==> src/rtl/uart_pkg.sv <==
// Shared UART definitions: receiver state encoding, data width and the default
// bit divider that uart_tx and uart_rx must agree on.
package uart_pkg;

  localparam int DATA_BITS        = 8;
  localparam int CLKS_PER_BIT_DEF = 16;

  typedef enum logic [2:0] {
    IDLE,
    START,
    DATA,
    PARITY,
    STOP,
    BREAK
  } rx_state_t;

endpackage

==> src/rtl/uart_sync.sv <==
// Two-flop synchronizer for an asynchronous single-bit input; the reset value
// is a parameter so an idle-high line does not look like activity after reset.
module uart_sync #(
  parameter logic RST_VAL = 1'b1
) (
  input  logic i_clk,
  input  logic i_rst_n,
  input  logic i_d,
  output logic o_q
);

  logic r_meta;
  logic r_q;

  always_ff @(posedge i_clk or negedge i_rst_n) begin
    if (!i_rst_n) begin
      r_meta <= RST_VAL;
      r_q    <= RST_VAL;
    end else begin
      r_meta <= i_d;
      r_q    <= r_meta;
    end
  end

  assign o_q = r_q;

endmodule

==> src/rtl/uart_rx.sv <==
// UART receiver, 8 data bits LSB-first, mid-bit sampling on fpga_clk.
// Define UART_RX_PARITY_EN to expect a parity bit between data and stop.
import uart_pkg::*;

module uart_rx #(
  parameter int CLKS_PER_BIT = CLKS_PER_BIT_DEF,
  parameter bit PARITY_ODD   = 1'b0
) (
  input  logic       fpga_clk,
  input  logic       nrst,
  input  logic       sin,
  output logic [7:0] dout,
  output logic       rx_valid,
  output logic       frame_err,
  output logic       parity_err,
  output logic       busy_rx
);

  localparam int CW = $clog2(CLKS_PER_BIT);
  localparam int IW = $clog2(DATA_BITS);
  localparam logic [CW-1:0] HALF_M1 = CW'(CLKS_PER_BIT / 2 - 1);
  localparam logic [CW-1:0] FULL_M1 = CW'(CLKS_PER_BIT - 1);
  localparam logic [IW-1:0] LAST_IDX = IW'(DATA_BITS - 1);

  rx_state_t r_state, w_state_nxt;
  logic [CW-1:0]        r_cnt, w_cnt_nxt;
  logic [IW-1:0]        r_idx, w_idx_nxt;
  logic [DATA_BITS-1:0] r_sh, w_sh_nxt;
  logic [DATA_BITS-1:0] r_dout, w_dout_nxt;
  logic                 r_valid, w_valid_nxt;
  logic                 r_ferr, w_ferr_nxt;
  logic                 r_perr, w_perr_nxt;
  logic                 w_sin_s;
  logic                 w_tick;
  logic                 w_par_bad;

  uart_sync #(.RST_VAL(1'b1)) u_sync (
    .i_clk   (fpga_clk),
    .i_rst_n (nrst),
    .i_d     (sin),
    .o_q     (w_sin_s)
  );

  assign w_tick = (r_cnt == FULL_M1);

`ifdef UART_RX_PARITY_EN
  logic r_pbad, w_pbad_nxt;

  always_ff @(posedge fpga_clk or negedge nrst) begin
    if (!nrst) r_pbad <= 1'b0;
    else       r_pbad <= w_pbad_nxt;
  end

  // Mismatch is latched at the parity bit and consumed at the stop bit.
  always_comb begin
    w_pbad_nxt = r_pbad;
    if (r_state == IDLE)
      w_pbad_nxt = 1'b0;
    else if (r_state == PARITY && w_tick)
      w_pbad_nxt = (w_sin_s != (^r_sh ^ PARITY_ODD));
  end

  assign w_par_bad = r_pbad;
`else
  assign w_par_bad = 1'b0;
`endif

  always_ff @(posedge fpga_clk or negedge nrst) begin
    if (!nrst) begin
      r_state <= IDLE;
      r_cnt   <= '0;
      r_idx   <= '0;
      r_sh    <= '0;
      r_dout  <= '0;
      r_valid <= 1'b0;
      r_ferr  <= 1'b0;
      r_perr  <= 1'b0;
    end else begin
      r_state <= w_state_nxt;
      r_cnt   <= w_cnt_nxt;
      r_idx   <= w_idx_nxt;
      r_sh    <= w_sh_nxt;
      r_dout  <= w_dout_nxt;
      r_valid <= w_valid_nxt;
      r_ferr  <= w_ferr_nxt;
      r_perr  <= w_perr_nxt;
    end
  end

  always_comb begin
    w_state_nxt = r_state;
    w_cnt_nxt   = r_cnt + CW'(1);
    w_idx_nxt   = r_idx;
    w_sh_nxt    = r_sh;
    w_dout_nxt  = r_dout;
    w_valid_nxt = 1'b0;
    w_ferr_nxt  = 1'b0;
    w_perr_nxt  = 1'b0;
    case (r_state)
      IDLE: begin
        w_cnt_nxt = '0;
        if (!w_sin_s) w_state_nxt = START;
      end
      START: begin
        // Half a bit in: a line back high was only a glitch.
        if (r_cnt == HALF_M1) begin
          w_cnt_nxt = '0;
          w_idx_nxt = '0;
          w_state_nxt = w_sin_s ? IDLE : DATA;
        end
      end
      DATA: begin
        if (w_tick) begin
          w_cnt_nxt = '0;
          w_sh_nxt  = {w_sin_s, r_sh[DATA_BITS-1:1]};
          if (r_idx == LAST_IDX) begin
`ifdef UART_RX_PARITY_EN
            w_state_nxt = PARITY;
`else
            w_state_nxt = STOP;
`endif
          end else begin
            w_idx_nxt = r_idx + IW'(1);
          end
        end
      end
`ifdef UART_RX_PARITY_EN
      PARITY: begin
        if (w_tick) begin
          w_cnt_nxt   = '0;
          w_state_nxt = STOP;
        end
      end
`endif
      STOP: begin
        // Leaving at mid-stop leaves half a bit to catch a back-to-back start.
        if (w_tick) begin
          w_cnt_nxt = '0;
          if (!w_sin_s) begin
            w_ferr_nxt  = 1'b1;
            w_state_nxt = BREAK;
          end else if (w_par_bad) begin
            w_perr_nxt  = 1'b1;
            w_state_nxt = IDLE;
          end else begin
            w_dout_nxt  = r_sh;
            w_valid_nxt = 1'b1;
            w_state_nxt = IDLE;
          end
        end
      end
      BREAK: begin
        w_cnt_nxt = '0;
        if (w_sin_s) w_state_nxt = IDLE;
      end
      default: begin
        w_cnt_nxt   = '0;
        w_state_nxt = IDLE;
      end
    endcase
  end

  assign dout       = r_dout;
  assign rx_valid   = r_valid;
  assign frame_err  = r_ferr;
  assign parity_err = r_perr;
  assign busy_rx    = (r_state != IDLE);

endmodule
==> config.mk <==
export PLATFORM = sky130hd
export DESIGN_NAME = uart_rx
export DESIGN_NICKNAME = d
export VERILOG_FILES = /design/src/rtl/uart_pkg.sv /design/src/rtl/uart_sync.sv /design/src/rtl/uart_rx.sv
export SDC_FILE = /design/constraint.sdc
export NUM_CORES = 1
export LEC_CHECK = 0
export BUFFER_PORTS_ARGS = -buffer_cell sky130_fd_sc_hd__buf_2
export CAP_MARGIN = 0
export CORE_MARGIN = 5
export CORE_UTILIZATION = 42
export CTS_BUF_LIST = sky130_fd_sc_hd__clkbuf_16
export DETAILED_ROUTE_END_ITERATION = 8
export PLACE_DENSITY = 0.63
export SYNTH_ARGS = -nofsm -noshare
export SYNTH_HDL_FRONTEND = slang
export SYNTH_HIERARCHICAL = 1
export SYNTH_SLANG_ARGS = --single-unit
==> constraint.sdc <==
create_clock -name fpga_clk -period 1.9 [get_ports fpga_clk]
set_input_delay 0.095 -clock fpga_clk [delete_from_list [all_inputs] [get_ports fpga_clk]]
set_output_delay 0.095 -clock fpga_clk [all_outputs]
set_load 0.03 [all_outputs]
### Word level (Yosys, flattened, before mapping)

Index checks and enable logic that the tools add are counted.

* $add $sub $neg: 2
* equality and inequality tests: 14
* muxes and demuxes: 22
* reduce and logical (&&, ||, !) cells: 8

Operator list (number)
* 3-bit two-way mux: 10
* 3-bit case mux with 5 select lines: 1
* 2-bit inequality test, second input constant: 6
* 3-bit == test, second input constant: 3
* 4-bit two-way mux: 2
* 4-bit case mux with 2 select lines: 1
* 1-bit two-way mux: 6
* 3-bit case mux with 2 select lines: 1
* 6-bit AND reduction: 1
* 4-bit by 1-bit adder with 4-bit output, second input constant: 1
* 4-bit by 3-bit == test with 1-bit output, second input constant: 1
* 4-bit == test, second input constant: 1
* 4-bit AND reduction: 1
* 3-bit by 1-bit adder with 3-bit output, second input constant: 1
* 3-bit by 1-bit == test with 1-bit output, second input constant: 1
* 3-bit by 2-bit == test with 1-bit output, second input constant: 1
* 3-bit logical NOT: 1
* 3-bit AND reduction: 1
* 3-bit nonzero test: 1
* 2-bit two-way mux: 1
* 2-bit by 1-bit inequality test with 1-bit output, second input constant: 1
* 2-bit AND reduction: 1
* 2-bit nonzero test: 1
* 2-bit OR reduction: 1

* bits in registers: 30

### Longest topological paths before layout

* word-level depth: 4
* mapped depth: 5
* gate-level depth less buffers: 5

### By module

The synthesis kept the hierarchy.

By module, submodules not included
* uart_rx: times used 1, cells an instance 99, area each 1265.0 um^2
* uart_sync: times used 1, cells an instance 2, area each 52.6 um^2

### Least setup slack after synthesis

Ideal clock, no wire load.

* path type: register -> register
* start: register r_cnt[0]
* end: register r_sh[0]
* setup time: 0.125 ns
* arrival time: 1.605 ns
* required time: 1.775 ns
* setup slack: 0.171 ns
* stages on the path, launching flop included: 6
* period minus slack after synthesis: 1.729 ns
* path through: dfrtp_1 > ha_1 > buf_2 > and4b_2 > nor3b_4 > mux2_2

* longest elaborated chain between the ends: 2

RTL lines
* from (decl): RTL line uart_rx.sv:26 `logic [CW-1:0] r_cnt, w_cnt_nxt;`
* from (signal assigned): RTL line uart_rx.sv:80 `r_cnt <= w_cnt_nxt;`
* 4-bit == test: RTL line uart_rx.sv:44 `assign w_tick = (r_cnt == FULL_M1);`
* 2-bit AND reduction (no source line)
* to (signal assigned): RTL line uart_rx.sv:82 `r_sh <= w_sh_nxt;`
* to (decl): RTL line uart_rx.sv:28 `logic [DATA_BITS-1:0] r_sh, w_sh_nxt;`

No other way between the ends.
A chain may end at the register's enable or synchronous reset.

### Worst setup path after layout

* start: register r_cnt[0]
* end: register r_sh[6]

The elaborated chain is that of the path after synthesis.

==> flow_summary.json <==
{
  "status": "finished, final reports clean",
  "fin_crit_sh": 0.911,
  "synthMuxAreaShare": 0.145,
  "final_cells": 166,
  "synth_edf_count": 0,
  "vdd_drop_max_mv": 0.889,
  "globalplace.congestion": 0.841,
  "ctsHoldBuffers": 2,
  "globalRoute.totalOverflow": 0,
  "start_util": 0.435,
  "via_count": 830,
  "synth-simple-area-share": 0.104,
  "vias_per_cell": 5.00,
  "core_sq_mm": 0.00303,
  "final_util": 0.542,
  "drt-pass1-iter-count": 4,
  "fill_cells": 258,
  "setup_slack_ns": 0.169,
  "hold_path_class": "reg2reg",
  "synth_fa_ha_area_frac": 0.0285,
  "critical_path.max_fanout": 8,
  "synth_top_family_by_area": "multiplexers",
  "dieWidth_microns": 66.0,
  "die_area_sq_mm": 0.00436,
  "yosysTopAreaCell": "dfrtp_1",
  "cts_sinks": 30,
  "max_slew_margin": 0.577,
  "clk_pin_slew_worst_paths_ns": 0.05,
  "yosysSeqAreaShare": 0.572,
  "final_hold_viol_count": 0,
  "pre_cts_slack_ns": 0.176,
  "clk_latency_ns": 0.27,
  "wl_per_cell_microns": 13.2,
  "grt_max_degree": 31,
  "postCtsSetupBuffers": 0,
  "synthCells": 101,
  "cts_tree": "built",
  "grt_pass1_wl_microns": 3870,
  "portBuffers": 13,
  "avgSynthCellArea_sq_um": 13.0,
  "boundaryPins": 15,
  "slew_violations": 0,
  "drive_gt1_frac": 0.385,
  "async_reset_ff_frac": 1.00,
  "cts_root_buf": "clkbuf_16",
  "nNetsFinal": 127,
  "h-tree-depth": 2,
  "p_leak_nw": 0.841,
  "dp_hpwl_microns": 1500,
  "fin_setup_tns_ns": 0,
  "rsz0062_at_grt": "false",
  "drt_iter0_markers": 20,
  "synth_area_sq_mm": 0.00132,
  "grt_pass1_vias": 872,
  "antenna_left": 0,
  "antennaDiodeCount": 0,
  "powerDensity_mw_per_mm2": 1290,
  "synth_compound_area_frac": 0.0798,
  "cap_violations": 0,
  "cts_buffers": 5,
  "synthXorXnorAreaFrac": 0.0266,
  "min_period_ns": 1.73,
  "synth_top_area_frac": 0.532,
  "tightest_slew_ns": 0.634,
  "synth-seq-cells": 30,
  "drc": 0,
  "fmax_ghz": 0.578,
  "worstSetupPathType": "reg2reg",
  "row_count": 20,
  "critPathCaptureType": "flop",
  "setup-violations-final": 0,
  "clock_path_buffers": 2,
  "yosys_warnings": 6,
  "dieHeight_microns": 66.0,
  "ys.flop_type": "dfrtp_1",
  "finalPower_mw": 2.11,
  "antenna_found_initial": 0,
  "cp-start-kind": "flop",
  "yosys.cell_types.count": 33,
  "syn-num-nets": 107,
  "grt_use_total": 0.118,
  "r2r_slack_ns": 0.17,
  "required_ns": 2.05,
  "fin_skew_ns": 0.00410,
  "crit_arrival_ns": 1.88,
  "synth.area.top_cells": "dfrtp_1 (53%), mux2_2 (15%), dfstp_2 (4.0%), ha_1 (2.8%), nor2_1 (2.0%)",
  "post_cts_resized": 0,
  "synthToLayoutAreaGrowth_pct": 24.5,
  "dp_cells": 156,
  "drt_wl_total_microns": 2190
}
## cell usage after synthesis (2+ instances only)
| cell | count |
|---|---|
| a32o_1 | 2 |
| nor2_1 | 7 |
| mux2_2 | 17 |
| dfrtp_1 | 28 |
| clkbuf_1 | 2 |
| buf_2 | 2 |
| dfstp_2 | 2 |
| o21ai_0 | 4 |
| a21oi_1 | 3 |
| and4b_1 | 2 |
| xor2_1 | 3 |
| inv_1 | 5 |
| ha_1 | 3 |
| a32oi_1 | 2 |
## metrics by stage
step,area (sq um),hold WS (ns)
final,1640,0.350
after global placement,1430,0.158
after global routing,1640,0.355
after detailed placement,1430,0.165
after floorplan,1320,-0.201
after CTS,1640,0.350
## kinds of logic after synthesis
kind of cell               count (synthesis)
buffers and inverters                     11
other                                      1
muxes                                     17
and+or+nand+nor                           20
xor gates and xnor gates                   4
adders and majority gates                  3
DFF                                       30
AOI/OAI and AO/OA                         15
## area by class of cell
| type | count | area [sq um] | share of cell area |
|---|---|---|---|
| clock buffer | 5 | 125 | 0.0763 |
| clock inverter | 3 | 63.8 | 0.0389 |
| inverter | 5 | 18.8 | 0.0114 |
| multi-input combinational | 60 | 509 | 0.310 |
| sequential | 30 | 753 | 0.459 |
| tap | 44 | 55.1 | 0.0336 |
| timing repair buffer | 19 | 115 | 0.0702 |
## critical path: stages, from the launching register on
cell and delay [ns]:
dfrtp_1 0.37, ha_1 0.17, and4b_2 0.28, nor3b_4 0.41, mux2_2 0.39
## power by group
group | internal (mW) | switching, mW
combinational | 0.150 | 0.221
sequential | 0.700 | 0.0480
clock | 0.744 | 0.252
total | 1.59 | 0.521
## registers in the layout (all words and copies together), names as in the netlist
signal / count
r_state: 3
u_sync/r_meta: 1
rx_valid: 1
r_idx: 3
r_cnt: 4
r_sh: 8
frame_err: 1
u_sync/o_q: 1
dout: 8
## metal layers
metal  GRT usage  share of wire  vias to the layer above
li1            -              -                      401
met1       0.136           0.44                      411
met2       0.200           0.51                       14
met3      0.0357          0.032                        4
met4      0.0533          0.018                        0
met5           0              0                        -
## final timing paths
check / start / end / cells after the start
max: r_cnt[0] / r_sh[6] / 4
min: u_sync/r_meta / u_sync/o_q / 0
max reg2reg: r_cnt[0] / r_sh[6] / 4
min reg2reg: u_sync/r_meta / u_sync/o_q / 0
max in group asynchronous: nrst / r_idx[2] / 2
min in group asynchronous: nrst / r_cnt[1] / 2
## cells in the final DEF, fill, tap and decap left out, drive strengths merged, types with 2 or more instances in the layout
master       instances
and4b                3
inv                  5
buf                 17
a21oi                3
o21ai                4
nand3                2
dfstp                2
xor2                 3
a32o                 2
clkbuf               5
ha                   3
dlygate4sd3          2
a32oi                2
bufinv               2
mux2                17
nor3b                2
dfrtp               28
nor2                 7
Note: power is estimated with default switching activity, not from simulation.
